## config.mk

```make
export PLATFORM = sky130hd
export DESIGN_NAME = rr_pkt_arbiter
export DESIGN_NICKNAME = d
export VERILOG_FILES = /design/src/rtl/arb_pkg.sv /design/src/rtl/rr_pick.sv /design/src/rtl/rr_pkt_arbiter.sv
export SDC_FILE = /design/constraint.sdc
export NUM_CORES = 1
export LEC_CHECK = 0
export ABC_CLOCK_PERIOD_IN_PS = 3200
export BUFFER_PORTS_ARGS = -buffer_cell sky130_fd_sc_hd__buf_4
export CAP_MARGIN = 10
export CORE_UTILIZATION = 37
export DETAILED_ROUTE_END_ITERATION = 10
export PLACE_DENSITY = 0.82
export SLEW_MARGIN = 20
export SYNTH_ARGS = -nofsm -noshare
export SYNTH_HDL_FRONTEND = slang
export SYNTH_SLANG_ARGS = --single-unit
```

## constraint.sdc

```tcl
create_clock -name clk -period 3.2 [get_ports clk]
set_input_delay 0.64 -clock clk [delete_from_list [all_inputs] [get_ports clk]]
set_output_delay 0.64 -clock clk [all_outputs]
set_load 0.02 [all_outputs]
```

## src/rtl/arb_pkg.sv

```systemverilog
// Shared types and helpers for the packet-locked round-robin arbiter.
package arb_pkg;

    typedef enum logic {
        IDLE = 1'b0,
        LOCK = 1'b1
    } arb_state_e;

    // Widest request vector the reference helper below accepts.
    localparam int unsigned RR_MAX_N = 64;

    // Reference round-robin pick: first set bit of req at or after (last + 1) mod n,
    // with wrap-around. Returns (last + 1) mod n when nothing is requesting.
    function automatic int unsigned rr_next_idx(input logic [RR_MAX_N-1:0] req,
                                                input int unsigned         last,
                                                input int unsigned         n);
        int unsigned idx;
        int unsigned found;
        found = (last + 1) % n;
        // Walk offsets from furthest to nearest so the nearest requester wins.
        for (int k = int'(n); k >= 1; k--) begin
            idx = (last + k) % n;
            if (req[idx]) begin
                found = idx;
            end
        end
        return found;
    endfunction

endpackage

```

## src/rtl/rr_pick.sv

```systemverilog
// Combinational round-robin picker: grants the first requester after last_idx.
module rr_pick #(
    parameter int unsigned N   = 4,
    parameter int unsigned IDW = (N > 1) ? $clog2(N) : 1
) (
    input  logic [N-1:0]   req,
    input  logic [IDW-1:0] last_idx,
    output logic [N-1:0]   grant_onehot,
    output logic [IDW-1:0] grant_idx,
    output logic           any
);

    logic [IDW-1:0] start_idx;
    logic [2*N-1:0] req_dbl;
    logic [N-1:0]   req_rot;
    logic [IDW-1:0] offset;
    logic [IDW:0]   sum;

    // Rotate so the slot after last_idx lands on bit 0, then priority-encode the lowest bit.
    always_comb begin
        if (last_idx >= IDW'(N - 1)) begin
            start_idx = '0;
        end else begin
            start_idx = last_idx + IDW'(1);
        end

        req_dbl = {req, req};
        req_rot = req_dbl[start_idx +: N];

        offset = '0;
        for (int i = int'(N) - 1; i >= 0; i--) begin
            if (req_rot[i]) begin
                offset = IDW'(i);
            end
        end

        // Undo the rotation: index = (start + offset) mod N.
        sum = {1'b0, start_idx} + {1'b0, offset};
        if (sum >= (IDW + 1)'(N)) begin
            sum = sum - (IDW + 1)'(N);
        end
        grant_idx    = sum[IDW-1:0];
        any          = |req;
        grant_onehot = any ? (N'(1) << grant_idx) : '0;
    end

endmodule

```

## src/rtl/rr_pkt_arbiter.sv

```systemverilog
// Packet-locked round-robin arbiter: one owner at a time drives the downstream stream
// until its last beat is accepted; the pointer then moves past that owner.
module rr_pkt_arbiter
    import arb_pkg::*;
#(
    parameter int unsigned N         = 4,
    parameter int unsigned DW        = 32,
    parameter int unsigned MAX_BEATS = 16,
    parameter int unsigned IDW       = (N > 1) ? $clog2(N) : 1
) (
    input  logic            clk,
    input  logic            rst_n,
    input  logic [N-1:0]    s_valid,
    input  logic [N*DW-1:0] s_data,
    input  logic [N-1:0]    s_last,
    output logic [N-1:0]    s_ready,
    output logic            m_valid,
    output logic [DW-1:0]   m_data,
    output logic            m_last,
    output logic [IDW-1:0]  m_id,
    input  logic            m_ready,
    output logic            busy,
    output logic            len_err
);

    localparam int unsigned CW = $clog2(MAX_BEATS + 1);

    arb_state_e     state_q, state_d;
    logic [IDW-1:0] sel_q, sel_d;
    logic [IDW-1:0] last_q, last_d;
    logic [CW-1:0]  beat_cnt_q, beat_cnt_d;
    logic           len_err_q, len_err_d;

    logic [N-1:0]   pick_onehot;
    logic [IDW-1:0] pick_idx;
    logic           pick_any;
    logic           xfer;

    rr_pick #(
        .N   (N),
        .IDW (IDW)
    ) u_pick (
        .req          (s_valid),
        .last_idx     (last_q),
        .grant_onehot (pick_onehot),
        .grant_idx    (pick_idx),
        .any          (pick_any)
    );

    assign xfer = m_valid & m_ready;

    // State, pointer and beat-counter registers.
    always_ff @(posedge clk or negedge rst_n) begin
        if (!rst_n) begin
            state_q    <= IDLE;
            sel_q      <= '0;
            last_q     <= IDW'(N - 1);
            beat_cnt_q <= '0;
            len_err_q  <= 1'b0;
        end else begin
            state_q    <= state_d;
            sel_q      <= sel_d;
            last_q     <= last_d;
            beat_cnt_q <= beat_cnt_d;
            len_err_q  <= len_err_d;
        end
    end

    // Next state: arbitrate in IDLE, hold the lock until the owner's last beat moves.
    always_comb begin
        state_d    = state_q;
        sel_d      = sel_q;
        last_d     = last_q;
        beat_cnt_d = beat_cnt_q;
        len_err_d  = 1'b0;
        case (state_q)
            IDLE: begin
                if (pick_any) begin
                    state_d    = LOCK;
                    sel_d      = pick_idx;
                    beat_cnt_d = '0;
                end
            end
            LOCK: begin
                if (xfer) begin
                    if (m_last) begin
                        last_d     = sel_q;
                        state_d    = IDLE;
                        beat_cnt_d = '0;
                    end else begin
                        // Counter saturates, so this fires at most once per packet.
                        if (beat_cnt_q == CW'(MAX_BEATS - 1)) begin
                            len_err_d = 1'b1;
                        end
                        if (beat_cnt_q != CW'(MAX_BEATS)) begin
                            beat_cnt_d = beat_cnt_q + CW'(1);
                        end
                    end
                end
            end
            default: state_d = IDLE;
        endcase
    end

    // Outputs: combinational mux from the owner while locked, everything quiet otherwise.
    always_comb begin
        s_ready = '0;
        m_valid = 1'b0;
        m_data  = '0;
        m_last  = 1'b0;
        m_id    = '0;
        busy    = (state_q == LOCK);
        len_err = len_err_q;
        if (state_q == LOCK) begin
            m_valid        = s_valid[sel_q];
            m_data         = s_data[sel_q*DW +: DW];
            m_last         = s_last[sel_q];
            m_id           = sel_q;
            s_ready[sel_q] = m_ready;
        end
    end

    a_ready_onehot0 : assert property (@(posedge clk) disable iff (!rst_n)
        $onehot0(s_ready));
    a_busy_lock : assert property (@(posedge clk) disable iff (!rst_n)
        busy |-> (state_q == LOCK));
    a_stall_hold : assert property (@(posedge clk) disable iff (!rst_n)
        (m_valid && !m_ready) |=> $stable(state_q));
    a_pick_consistent : assert property (@(posedge clk) disable iff (!rst_n)
        pick_any |-> (pick_onehot[pick_idx] && $onehot(pick_onehot)));

endmodule

```

Word level (Yosys, flattened, before mapping). Cells that the tools add are included.

Add/subtract/negate cells: 4. Order comparisons: 4. Equal/unequal tests: 5. Shifts and indexed selects: 2. Mux-type cells: 30. Bitwise gates (word level): 3. Reductions and logical operators: 5.

Operator list (number): $shiftx 128x8->32 (1); $mux 32 (1); $mux 5 (4); $mux 2 (7); $mux 1 (12); $pmux 5 s2 (1); $shiftx 8x3->4 (1); $reduce_and 3->1 (2); $add 5x1->5 const B (1); $eq 5x4->1 const B (1); $ne 5x5->1 const B (1); $and 4x4->4 (1); $bmux 1 s2 (2); $mux 4 (1); $reduce_or 4->1 (1); $add 2x2->3 (1); $ge 3x3->1 const B (1); $lt 2x3->1 const B (1); $ne 3x2->1 const B (1); $add 2x1->2 const B (1); $demux 1 s2 (1); $ge 2x1->1 const B (1); $ge 2x2->1 const B (1); $ne 2x1->1 const B (1); 7 further kinds (7).

Register bits: 11. Input port bits: 139. Output and inout port bits: 42. Logic and storage cells: 58.

Longest topological paths before layout. Gate-level depths: netlist of run 1.

Depth after elaboration: 10. Mapped depth: 10. Gate-level depth less buffers: 9.

Hierarchy. From an unflattened synthesis of run 1, not the netlist that was laid out.

Cells, all modules: 171. Area total of the unflattened synthesis: 1865.5 um^2.

Modules (own cells, without submodules): rr_pkt_arbiter (times used 1, cells an instance 143, area each 1676.6 um^2, sequential area each 277.8 um^2); rr_pick (times used 1, cells an instance 28, area each 188.9 um^2, sequential area each 0.0 um^2).

Worst setup path after synthesis of run 1. Ideal clock, no wire load.

Path kind: register -> register. Start point: register last_q[0]. End point: register sel_q[1]. Setup time: 82 ps. Arrival: 2461 ps. Data required time: 3118 ps. Path slack: 658 ps. Stages on the path, launching flop included: 11. Buffers on the path: 1. Clock period less this slack: 2542 ps. Cell sequence: dfstp_2 > ha_1 > clkbuf_1 > nand2b_1 > a21oi_1 > o21ai_0 > o21a_1 > ha_1 > xnor2_1 > or4_1 > a31oi_1.

Longest elaborated chain between the ends: 10. Elaborated cells on any way between the ends: 12. Those cells by class: 3 x add/sub; 2 x order compare; 1 x shift; 6 x mux.

Ends and longest elaborated chain: start, declared (RTL line rr_pkt_arbiter.sv:30) `logic [IDW-1:0] last_q, last_d;`; start signal, assigned (RTL line rr_pkt_arbiter.sv:57) `last_q <= IDW'(N - 1);`; start signal, assigned (RTL line rr_pkt_arbiter.sv:63) `last_q <= last_d;`; $add 2x1->2 or $ge 2x2->1 (tied branches) (RTL line rr_pick.sv:24, rr_pick.sv:21); $mux 2 * (RTL line rr_pick.sv:21) `if (last_idx >= IDW'(N - 1)) begin`; $shiftx 8x3->4 (RTL line rr_pick.sv:28) `req_rot = req_dbl[start_idx +: N];`; $mux 2 (4 in a row) (RTL line rr_pick.sv:32) `if (req_rot[i]) begin`; $add 2x2->3 * (RTL line rr_pick.sv:38) `sum = {1'b0, start_idx} + {1'b0, offset};`; $ge 3x3->1 or $sub 2x1->2 (tied branches) (RTL line rr_pick.sv:39, rr_pick.sv:40); $mux 2 * (RTL line rr_pick.sv:39) `if (sum >= (IDW + 1)'(N)) begin`; end signal, assigned (RTL line rr_pkt_arbiter.sv:62) `sel_q <= sel_d;`; end, declared (RTL line rr_pkt_arbiter.sv:29) `logic [IDW-1:0] sel_q, sel_d;`.

Every way passes the cells marked *; elsewhere a longest branch is shown, timed or not. A chain may end at the register's enable or synchronous reset.

Worst setup path in the final report of run 1.
Start point: register sel_q[0]. End point: output m_data[11].

Longest elaborated chain between the ends: 2.

Ends and longest elaborated chain: $shiftx 128x8->32 (RTL line rr_pkt_arbiter.sv:116) `m_data = s_data[sel_q*DW +: DW];`; $mux 32 (RTL line rr_pkt_arbiter.sv:114) `if (state_q == LOCK) begin`; end, declared (RTL line rr_pkt_arbiter.sv:18) `output logic [DW-1:0] m_data,`.

Every way passes these cells.

==> reports/metrics.yaml, run 1 <==
io_buffers: 180
numCtsBuffers: 3
synth.avg_cell_area_um2: 10.9
core_um2: 4720
status: "finished, final reports clean"
clock_latency_ns: 0.24
post_drt_via_cell_ratio: 5.29
cts-hold-fix-buffers: 0
met3_length_um: 466
die_y_um: 72.3
met1_length_um: 2220
clockRootBuffer: "clkbuf_8"
routed_wl_um: 6540
rr_worst_depth: 9
yosys_register_bits: 11
post_cts_buffers: 0
slew_violations: 0
peakVddDrop_mv: 0.491
htree_levels: 1
remaining_drc_errors: 0
final_area_um2: 3280
slew_headroom_pct: 66.7
place_area_um2: 3230
fmax_ghz: 0.380
min_period_ns: 2.63
p_per_area_nw_per_um2: 813
maxCapViolCount: 0
io_pins: 181
cp.required_ns: 2.56
num_vias: 2155
start_kind: "register"
grt_pass1_vias: 2019
wl_met2_um: 3560
gp_routability_congestion: 0.909
yosysSeqAreaShare_pct: 15.2
slowest_delay_ns: 0.61
hold_path_class: "in2async"
syn_nets: 312
setup_violations: 0
rows: 25
top_layer_used: "met4"
path_clk_slew_ns: 0.05
worst_slew_pin_slew_ns: 0.495
grt.total_usage_pct: 23.7
hold_violations: 0
clockBufferDepth: 2
path_class: "reg2out"
ys_warn_count: 0
final_util_pct: 69.4
post_drt_wl_per_cell_um: 16.1
path_max_fanout: 29
grt_pass1_wl_um: 9490
synthesis.area_um2: 1830
drive_above_1_share_pct: 67.9
netlist_instances: 168
fin_nets: 485
endpoint_kind: "output port"
grt_max_degree: 30
clkSinkCount: 11
firstDrtPassIters: 6
rsz0062_at_grt: "false"
clock-skew-final_ns: 0.00189
cts_tree: "done"
worstPathArrival_ns: 1.99
post-route-period-util_pct: 82.3
leakagePower_nw: 1.57
post_cts_resized: 0
gr-total-overflow: 0
hpwl_um: 5520
area.growth.synth_to_final_pct: 79.5
drtIter0Drc: 71
initial_core_util_pct: 38.7
die_area_um2: 5220
synth.distinct_cells: 37
antenna_left: 0
tns_ns: 0
antenna_found_initial: 0
diodes: 0
slowest_stage: "dfrtp_2"
die_w_um: 72.3
worstPathCellList: "buf_12, mux4_2, and2_1, buf_4"
fillers: 385
[critical path, delay by kind of cell (launching register included)]
family / cells / cell delay, ns
AND/OR/NAND/NOR: 1 / 0.18
flip-flops: 1 / 0.61
multiplexers: 1 / 0.52
buffers and inverters: 2 / 0.43
[registers in the layout, summed over array words and instances, names as in the netlist]
signal,cells
len_err,1
sel_q,2
beat_cnt_q,5
last_q,2
busy,1
[power breakdown]
| group | switching [W] | internal [W] |
|---|---|---|
| clock | 0.0000548 | 0.0000877 |
| sequential | 0.000101 | 0.000195 |
| combinational | 0.00102 | 0.00121 |
| total | 0.00118 | 0.00149 |
[stage by stage]
step           instances  power (W)  hold WS [ns]  setup slack [ns]
2_1_floorplan        168    0.00177         0.344             0.658
3_3_place_gp         403    0.00251         0.480             0.668
3_5_place_dp         403    0.00255         0.481             0.576
4_1_cts              407    0.00269         0.227             0.517
5_1_grt              407    0.00285         0.232             0.438
6_report             407    0.00267         0.221             0.566
[metal layers]
metal	up-vias	GRT usage, %
met2	101	43.9
li1	994	-
met5	-	0
met1	1034	26.7
met4	0	10.5
met3	26	3.75
[cell type report]
class | instances | area (um^2) | share of cell area [%]
inverters | 5 | 18.8 | 0.572
flip-flops and latches | 11 | 279 | 8.51
clock buffers | 4 | 45.0 | 1.37
well taps | 67 | 83.8 | 2.56
multi-input cells | 136 | 1460 | 44.5
repair buffers | 184 | 1390 | 42.5
[synthesized netlist by cell type (all sizes together)]
| master | n | share of area (%) |
|---|---|---|
| mux2 | 4 | 2.5 |
| clkbuf | 12 | 2.5 |
| buf | 4 | 1.4 |
| or3b | 3 | 1.4 |
| dfrtp | 9 | 12 |
| xnor2 | 1 | 0.48 |
| or2 | 1 | 0.34 |
| o21ai | 2 | 0.55 |
| a31oi | 1 | 0.34 |
| or3 | 1 | 0.34 |
| mux4 | 34 | 42 |
| and2 | 38 | 13 |
| and3 | 3 | 1.0 |
| nor2 | 7 | 1.4 |
| nor4b | 1 | 0.48 |
| nor4 | 1 | 0.34 |
| nand3 | 3 | 0.82 |
| a22o | 3 | 1.4 |
| nor3 | 1 | 0.27 |
| a21oi | 3 | 0.82 |
| nand3b | 2 | 0.82 |
| o2bb2ai | 1 | 0.48 |
| o221ai | 1 | 0.48 |
| a2bb2oi | 2 | 0.96 |
| nor3b | 1 | 0.41 |
| a21o | 2 | 0.82 |
| dfstp | 2 | 2.9 |
| inv | 5 | 1.0 |
| or4 | 2 | 0.82 |
| o31ai | 1 | 0.41 |
| o21a | 1 | 0.41 |
| nor2b | 2 | 0.68 |
| ha | 5 | 3.4 |
| nand2b | 4 | 1.4 |
| a211oi | 1 | 0.41 |
| nand2 | 4 | 0.82 |
[cells in the final DEF, fill, tap and decap left out, types with 3 or more instances in the layout]
master / n
a21oi_1: 3
a22o_1: 3
and2_1: 38
and3_1: 3
buf_4: 183
clkbuf_8: 3
dfrtp_1: 8
ha_1: 5
inv_1: 5
mux2_2: 4
mux4_2: 34
nand2_1: 4
nand2b_1: 4
nand3_1: 3
nor2_1: 7
or3b_2: 3
[path summary, 6_finish.rpt]
check	start	endpoint	slack, ns
max	sel_q[0]$_DFFE_PN0P_	m_data[11]	0.57
min	rst_n	len_err$_DFF_PN0_	0.22
max reg2reg	last_q[0]$_DFFE_PN1P_	sel_q[1]$_DFFE_PN0P_	0.58
min reg2reg	beat_cnt_q[4]$_DFFE_PN0P_	beat_cnt_q[4]$_DFFE_PN0P_	0.51
max in group asynchronous	rst_n	last_q[0]$_DFFE_PN1P_	2.75
min in group clk	beat_cnt_q[4]$_DFFE_PN0P_	beat_cnt_q[4]$_DFFE_PN0P_	0.51
[cell families (layout without fill, tap and decap cells)]
kind of cell	count (synthesis)	in the layout	share of synthesized area [%]
adders and majority gates	5	5	3.42
xor gates and xnor gates	1	1	0.480
muxes	38	38	44.4
buffers and inverters	21	193	4.93
and+or+nand+nor	74	74	24.5
DFF	11	11	15.2
AOI/OAI and AO/OA	18	18	7.12
No activity file was read; power rests on OpenSTA's default activity.
==> run 2, diff against run 1 <==
--- a/config.mk
+++ b/config.mk
@@ -5,7 +5,7 @@
 export SDC_FILE = /design/constraint.sdc
 export NUM_CORES = 1
 export LEC_CHECK = 0
-export ABC_CLOCK_PERIOD_IN_PS = 3200
+export ABC_CLOCK_PERIOD_IN_PS = 2650
 export BUFFER_PORTS_ARGS = -buffer_cell sky130_fd_sc_hd__buf_4
 export CAP_MARGIN = 10
 export CORE_UTILIZATION = 37
==> constraint.sdc (replaced) <==
create_clock -name clk -period 2.65 [get_ports clk]
set_input_delay 0.53 -clock clk [delete_from_list [all_inputs] [get_ports clk]]
set_output_delay 0.53 -clock clk [all_outputs]
set_load 0.02 [all_outputs]
==> reports/metrics.yaml, run 2 (same netlist as run 1, synthesis figures left out) <==
placed_cells: 406  # was 403
path_class: "reg2reg"  # was reg2out
io_buffers: 180  # unchanged
setup_violations: 0  # unchanged
worstPathArrival_ns: 2.71  # was 1.99 ns
fin_worst_hold_slack_ns: 0.114  # was 0.221 ns
drtIter0Drc: 65  # was 71
die_area_um2: 5220  # unchanged
die_w_um: 72.3  # unchanged
num_vias: 2178  # was 2155
rr_worst_depth: 9  # unchanged
htree_levels: 1  # unchanged
fin_nets: 490  # was 485
cp.required_ns: 2.81  # was 2.56 ns
grt_use_met2_pct: 43.2  # was 43.9%
clock-skew-final_ns: 0.00296  # was 0.00189 ns
io_pins: 181  # unchanged
top_register: "beat_cnt_q"  # unchanged
post_drt_via_cell_ratio: 5.29  # about the same
cp-endpoint: "sel_q[1]$_DFFE_PN0P_"  # was m_data[11]
grt_pass1_wl_um: 9870  # was 9490 um
gr-total-overflow: 0  # unchanged
r2r-start: "last_q[0]$_DFFE_PN1P_"  # unchanged
r2r_end: "sel_q[1]$_DFFE_PN0P_"  # unchanged
fmax_ghz: 0.392
status: "finished, final reports clean"  # unchanged
setup.worst_path.start: "last_q[0]$_DFFE_PN1P_"  # was sel_q[0]$_DFFE_PN0P_
area.growth.synth_to_final_pct: 82.1  # was 79.5%
routed_wl_um: 6670  # was 6540 um
top_regs: "beat_cnt_q (5), last_q (2), sel_q (2)"  # unchanged
p_per_area_nw_per_um2: 994  # was 813 nW/um^2
min_period_ns: 2.55
grt_max_degree: 33  # was 30
core_um2: 4720  # unchanged
maxCapViolCount: 0  # unchanged
antenna_found_initial: 0  # unchanged
path_clk_slew_ns: 0.05  # about the same
final_cell_count_no_fill: 412  # was 407
post_drt_wl_per_cell_um: 16.2  # was 16.1 um
mostFrequentLayoutCells: "buf_4, and2_1, mux4_2"  # unchanged
hold_path_class: "in2async"  # unchanged
diodes: 0  # unchanged
grt_pass1_vias: 2143  # was 2019
firstDrtPassIters: 4  # was 6
slew_violations: 0  # unchanged
cts_tree: "done"  # unchanged
largest_reg_flops: 5  # unchanged
clockBufferDepth: 2  # unchanged
slew_headroom_pct: 68.0  # was 66.7%
worst_slew_pin_slew_ns: 0.477  # was 0.495 ns
initial_core_util_pct: 38.7  # unchanged
remaining_drc_errors: 0  # unchanged
clkSinkCount: 11  # unchanged
die_y_um: 72.3  # unchanged
endpoint_kind: "register"  # was output port
peakVddDrop_mv: 0.614  # was 0.491 mV
grt.total_usage_pct: 24.2  # was 23.7%
hold_violations: 0  # unchanged
layout_commonest_cell: "buf_4"  # unchanged
rows: 25  # unchanged
antenna_left: 0  # unchanged
clockRootBuffer: "clkbuf_8"  # unchanged
grt_use_met1_pct: 27.3  # was 26.7%
leakagePower_nw: 1.60  # was 1.57 nW
post-route-period-util_pct: 96.2
path_max_fanout: 6  # was 29
hpwl_um: 5610  # was 5520 um
gp_routability_congestion: 0.820  # was 0.909
numCtsBuffers: 3  # unchanged
drive_above_1_share_pct: 69.0  # was 67.9%
clock_latency_ns: 0.24  # about the same
start_kind: "register"  # unchanged
grt_busiest_layer: "met2"  # unchanged
cts-hold-fix-buffers: 0  # unchanged
r2r_slack_ns: 0.10  # was 0.58 ns
met3_usage_pct: 5.28  # was 3.75%
[run 2: how the worst min path moves through the flow]
stage / end / startpoint / cells past startpoint
5_1_grt: beat_cnt_q[3]$_DFFE_PN0P_ / rst_n / 1
4_1_cts: beat_cnt_q[3]$_DFFE_PN0P_ / rst_n / 1
6_report: beat_cnt_q[3]$_DFFE_PN0P_ / rst_n / 1
3_3_place_gp: beat_cnt_q[4]$_DFFE_PN0P_ / rst_n / 1
2_1_floorplan: beat_cnt_q[0]$_DFFE_PN0P_ / rst_n / 0
3_5_place_dp: len_err$_DFF_PN0_ / rst_n / 1
[run 2: per-stage QoR]
step | area (um^2) | total power, W | setup WS, ns | util [%] | setup TNS, ns
2_1_floorplan | 1830 | 0.00214 | 0.108 | - | 0
3_3_place_gp | 3260 | 0.00307 | 0.183 | 69.0 | 0
3_5_place_dp | 3260 | 0.00312 | 0.0713 | 69.0 | 0
4_1_cts | 3300 | 0.00330 | 0.0514 | 69.9 | 0
5_1_grt | 3330 | 0.00354 | -0.0185 | 70.4 | -0.0185
6_report | 3330 | 0.00330 | 0.101 | 70.4 | 0
[run 2: power by group]
| group | internal (W) | switching [W] | total, W |
|---|---|---|---|
| sequential | 0.000235 | 0.0000981 | 0.000333 |
| clock | 0.000106 | 0.0000638 | 0.000170 |
| combinational | 0.00151 | 0.00129 | 0.00280 |
[run 2: critical path, stage by stage (launching register included)]
cell	delay (ns)
dfstp_2	0.56
ha_2	0.30
nand2b_1	0.17
a21oi_1	0.13
o21ai_0	0.09
o21a_1	0.19
ha_1	0.20
xnor2_1	0.14
or4_1	0.52
a31oi_1	0.17
[run 2: repair_timing]
| item | in CTS | in global routing |
|---|---|---|
| setup buffers | 0 | 2 |
| gates resized for setup | 0 | 2 |
| setup endpoints to repair | 0 | 1 |
[run 2: layout make-up]
cell class              instances  area [um^2]
fillers                       385         1400
repair buffers                189         1430
clock buffers                   4         45.0
multi-input cells             136         1470
inverters                       5         18.8
well taps                      67         83.8
flip-flops and latches         11          279
[run 2: per-layer routing]
metal,wire length (um),vias to the layer above
met3,488,24
met2,3540,105
met4,279,0
met1,2360,1046
li1,-,1003
met5,0,-
